**src/rtl/stack_operand_fetch_pkg.sv**
```systemverilog
// Shared state encodings and types for the stack operand fetch block.
// The FETCH_* defines keep the encodings visible next to the control-unit state defines.
`ifndef STACK_OPERAND_FETCH_DEFS
`define STACK_OPERAND_FETCH_DEFS
`define FETCH_IDLE  3'd0
`define FETCH_POP_A 3'd1
`define FETCH_POP_B 3'd2
`define FETCH_DONE  3'd3
`define FETCH_ERR   3'd4
`endif

package stack_operand_fetch_pkg;

   localparam int unsigned FETCH_STATE_W = 3;

   typedef enum logic [FETCH_STATE_W-1:0] {
      ST_IDLE  = `FETCH_IDLE,
      ST_POP_A = `FETCH_POP_A,
      ST_POP_B = `FETCH_POP_B,
      ST_DONE  = `FETCH_DONE,
      ST_ERR   = `FETCH_ERR
   } fetch_state_e;

endpackage

```
**src/rtl/stack_operand_fetch.sv**
```systemverilog
// Pops one or two operands off the data stack into registered ALU inputs in1/in2.
// Optional FETCH_STICKY_ERR_EN adds a sticky underflow flag that blocks new fetches until cleared.
module stack_operand_fetch
   import stack_operand_fetch_pkg::*;
#(
   parameter int WIDTH = 8
) (
   input  logic             clk,
   input  logic             reset,
   input  logic             fetch_req,
   input  logic             fetch_two,
   output logic             fetch_busy,
   output logic             fetch_done,
   output logic             underflow,
   output logic [WIDTH-1:0] in1,
   output logic [WIDTH-1:0] in2,
   output logic             stk_pop,
   input  logic [WIDTH-1:0] stk_tos,
   input  logic             stk_empty
`ifdef FETCH_STICKY_ERR_EN
   ,
   input  logic             err_clr,
   output logic             err_sticky
`endif
);

   fetch_state_e     state_q, state_d;
   logic             two_q, two_d;
   logic [WIDTH-1:0] in1_q, in1_d;
   logic [WIDTH-1:0] in2_q, in2_d;
   logic             accept_ok;

`ifdef FETCH_STICKY_ERR_EN
   logic err_sticky_q, err_sticky_d;

   // Clear has priority so software can always recover, even on an underflow cycle.
   always_comb begin
      err_sticky_d = err_sticky_q;
      if (err_clr) begin
         err_sticky_d = 1'b0;
      end else if (state_q == ST_ERR) begin
         err_sticky_d = 1'b1;
      end
   end

   always_ff @(posedge clk or negedge reset) begin
      if (!reset) begin
         err_sticky_q <= 1'b0;
      end else begin
         err_sticky_q <= err_sticky_d;
      end
   end

   assign err_sticky = err_sticky_q;
   assign accept_ok  = !err_sticky_q;
`else
   assign accept_ok  = 1'b1;
`endif

   always_comb begin
      state_d    = state_q;
      two_d      = two_q;
      in1_d      = in1_q;
      in2_d      = in2_q;
      stk_pop    = 1'b0;
      fetch_busy = 1'b0;
      fetch_done = 1'b0;
      underflow  = 1'b0;
      case (state_q)
         ST_IDLE: begin
            if (fetch_req && accept_ok) begin
               two_d   = fetch_two;
               state_d = ST_POP_A;
            end
         end
         ST_POP_A: begin
            fetch_busy = 1'b1;
            if (stk_empty) begin
               state_d = ST_ERR;
            end else begin
               stk_pop = 1'b1;
               // The first pop yields TOS, which is the second operand of a binary op.
               if (two_q) begin
                  in2_d   = stk_tos;
                  state_d = ST_POP_B;
               end else begin
                  in1_d   = stk_tos;
                  in2_d   = '0;
                  state_d = ST_DONE;
               end
            end
         end
         ST_POP_B: begin
            fetch_busy = 1'b1;
            if (stk_empty) begin
               state_d = ST_ERR;
            end else begin
               stk_pop = 1'b1;
               in1_d   = stk_tos;
               state_d = ST_DONE;
            end
         end
         ST_DONE: begin
            fetch_done = 1'b1;
            state_d    = ST_IDLE;
         end
         ST_ERR: begin
            underflow = 1'b1;
            state_d   = ST_IDLE;
         end
         default: begin
            state_d = ST_IDLE;
         end
      endcase
   end

   always_ff @(posedge clk or negedge reset) begin
      if (!reset) begin
         state_q <= ST_IDLE;
         two_q   <= 1'b0;
         in1_q   <= '0;
         in2_q   <= '0;
      end else begin
         state_q <= state_d;
         two_q   <= two_d;
         in1_q   <= in1_d;
         in2_q   <= in2_d;
      end
   end

   assign in1 = in1_q;
   assign in2 = in2_q;

endmodule
```
**config.mk**
```make
export PLATFORM = sky130hd
export DESIGN_NAME = stack_operand_fetch
export DESIGN_NICKNAME = d
export VERILOG_FILES = /design/src/rtl/stack_operand_fetch_pkg.sv /design/src/rtl/stack_operand_fetch.sv
export SDC_FILE = /design/constraint.sdc
export NUM_CORES = 1
export LEC_CHECK = 0
export CAP_MARGIN = 25
export CORE_ASPECT_RATIO = 1.75
export CORE_UTILIZATION = 46
export DETAILED_ROUTE_END_ITERATION = 8
export PLACE_DENSITY = 0.79
export REMOVE_ABC_BUFFERS = 1
export SLEW_MARGIN = 0
export SYNTH_ARGS = -nofsm -noshare
export SYNTH_HDL_FRONTEND = slang
export SYNTH_SLANG_ARGS = --single-unit
```
**constraint.sdc**
```tcl
create_clock -name clk -period 1.8 [get_ports clk]
set_input_delay 0.27 -clock clk [delete_from_list [all_inputs] [get_ports clk]]
set_output_delay 0.27 -clock clk [all_outputs]
set_load 0.05 [all_outputs]
```
==> impl_metrics.csv <==
group,metric,value,unit
finish,fillers,185,
sta,tightest_slew,494.5,ps
die,core-area,2302,um^2
sta,rsz0062_at_grt,"no",
route,route.detailed.wl_per_inst,14.90,um
die,io_pins,33,
global_route,met1_usage,30.66,%
global_route,antenna_found_initial,0,
global_route,grt_usage,25.05,%
logic_synthesis,synth_area,1121,um^2
critical_path,crit_path_top_delay_cell,"clkdlybuf4s50_1",
global_route,grt_max_degree,25,
min_path,worstHoldPathType,"input pin to asynchronous set/reset pin",
clocking,cts_root_buf,"clkbuf_8",
sta,fin_skew,3.934,ps
route,vias,1098,
clocking,cts_setup_buffers,0,
critical_path,cp-end-kind,"output port",
finish,final_cells,187,
global_route,grt_pass1_wl,4719,um
sta,fin_ws,56.22,ps
clocking,cts_hold_buf,0,
sta,min_period_over_period,96.88,%
route,drc,0,
logic_synthesis,syn-instance-count,129,
outcome,status,"finished, final reports clean",
clocking,cts_resized,0,
critical_path,crit_fanout,4,
flow_run,drv_cap,0,
global_route,grtUsageMet3,1.974,%
clocking,clock_path_buffers,2,
critical_path,critPathMaxStageDelay,820,ps
logic_synthesis,synth_area_leader_cell,"dfrtp_1",
clocking,cts_made_buffers,3,
place,dp.cells,184,
finish,nNetsFinal,177,
place,io_buffers,32,
die,die_area,2646,um^2
die,start_util,48.70,%
logic_synthesis,yosysWarnings,0,
route,routed_via_density,5.872,
die,fp.dieH,67.31,um
route,dr.pass1.iters,4,
sta,finalHoldViolCount,0,
clocking,cts_tree,"built",
logic_synthesis,ys_ff_latch,20,
clocking,cts.reportedPaths.clkPinSlew,70,ps
logic_synthesis,synthTopCellsByArea,"dfrtp_1 (45%), nor4_1 (8.9%), nor3_1 (6.3%)",
global_route,use_met2,43.54,%
pwr,ir_worst_vdd,0.001369,V
pwr,powerDensity,2162,nW/um^2
critical_path,critical-path-top-delay-family,"buffers and inverters",
clocking,clock_latency,260,ps
route,wirelength,2787,um
sta,relSlewSlack,66.93,%
sta,min_period,1744,ps
clocking,clock-sinks,20,
critical_path,cp-start-kind,"flop",
die,core.rowCount,23,
route,drtIter0Drc,27,
place,place.gp.congestion,0.7559,
die,die_x,39.32,um
critical_path,worstSetupPathType,"flop to output port",
finish,drive_gt1_share,18.52,%
finish,diodes,0,
logic_synthesis,synth_top_area_share,44.64,%
global_route,grt_most_used_layer,"met2",
sta,worst_hold_slack,354.9,ps
clocking,htreeDepth,1,
global_route,grt_pass1_vias,1097,
finish,syn2layout_area_growth,38.28,%
sta,max_freq,573.5,MHz
place,place.detailed.hpwl,1998,um
logic_synthesis,yosys.cell_types.count,22,
critical_path,crit_buf_inv,1,
critical_path,cp.arrival,1470,ps
place,post-place-ws,12.98,ps
logic_synthesis,syn-mean-instance-area,8.691,um^2
critical_path,path_cells,"clkdlybuf4s50_1",
sta,slew_violations,0,
pwr,total_leakage_power,0.6480,nW
sta,setup_violations,0,
pwr,p_total,3.351,mW
route,detail-route-antenna-nets,0,
critical_path,cp.required,1530,ps
logic_synthesis,synth_seq_area_share,44.64,%
global_route,grt_overflow,0,
-- stage by stage --
step	instance area, um^2	setup TNS, ps	util (%)
after floorplan	1052	-619.1	-
after global placement	1504	0	65.33
after detailed placement	1504	0	65.33
after CTS	1545	0	67.12
after global routing	1550	0	67.34
final	1550	0	67.34
-- cell usage in the layout (no fill, tap or decap), types with 8 or more instances in the layout --
master           count
buf_4               16
clkdlybuf4s50_1     22
dfrtp_1             20
nand2_1             17
nor2_1              10
nor2b_1             10
nor3_1              13
nor4_1              16
o21a_1               8
o21ai_1              8
-- cell families (layout without fill, tap and decap cells) --
| family | after synthesis | after routing | share of synthesized area [%] |
|---|---|---|---|
| simple gates | 78 | 78 | 38.06 |
| flops | 20 | 20 | 44.64 |
| compound gates | 17 | 17 | 9.375 |
| buf+inv | 12 | 45 | 6.138 |
| xor+xnor | 1 | 1 | 0.7814 |
| mux | 1 | 1 | 1.004 |
-- metal layers --
metal	wire [um]	up-vias	share of wire [%]
met3	86	4	3.1
li1	-	521	-
met4	32	0	1.1
met2	1566	23	56
met1	1100	550	39
met5	0	-	0
-- worst paths after layout --
check	from	endpoint	slack [ps]	depth (start not counted)
worst max register to register	state_q[0]	in1[6]	230	4
worst max-delay path	in1[3]	in1[3]	60	1
min in group clk	in2[0]	in2[0]	490	2
worst min-delay path	reset	in2[0]	350	2
max in group asynchronous	reset	in1[2]	1230	2
worst min register to register	in2[0]	in2[0]	490	2
-- sequential cells by signal, indices dropped and copies added (netlist names) --
name and cells:
in2 8, two_q 1, state_q 3, in1 8
-- final cells by class --
cell class                 count  area (um^2)  share of cell area, %
sequential                    20        500.5                  32.28
clock buffer                   3        41.29                  2.663
timing repair buffer          42        420.4                  27.12
tap                           25        31.28                  2.018
multi-input combinational     97        556.8                  35.92
-- cells in the mapped netlist (all sizes together) --
library cell,count
buf,10
nor3b,2
nand2,17
nor2b,10
clkbuf,2
nor3,18
and2,1
or4b,1
xnor2,1
nor4b,1
dfrtp,20
mux2,1
nor4,16
nand2b,1
o21a,8
o21ai,9
nor2,11
-- where the power goes --
| part | switching [mW] | total, mW | internal [mW] |
|---|---|---|---|
| Sequential | 0.186 | 0.831 | 0.646 |
| Clock | 0.145 | 0.294 | 0.149 |
| Combinational | 1.37 | 2.23 | 0.854 |
Power figures use the tool's default switching activity.
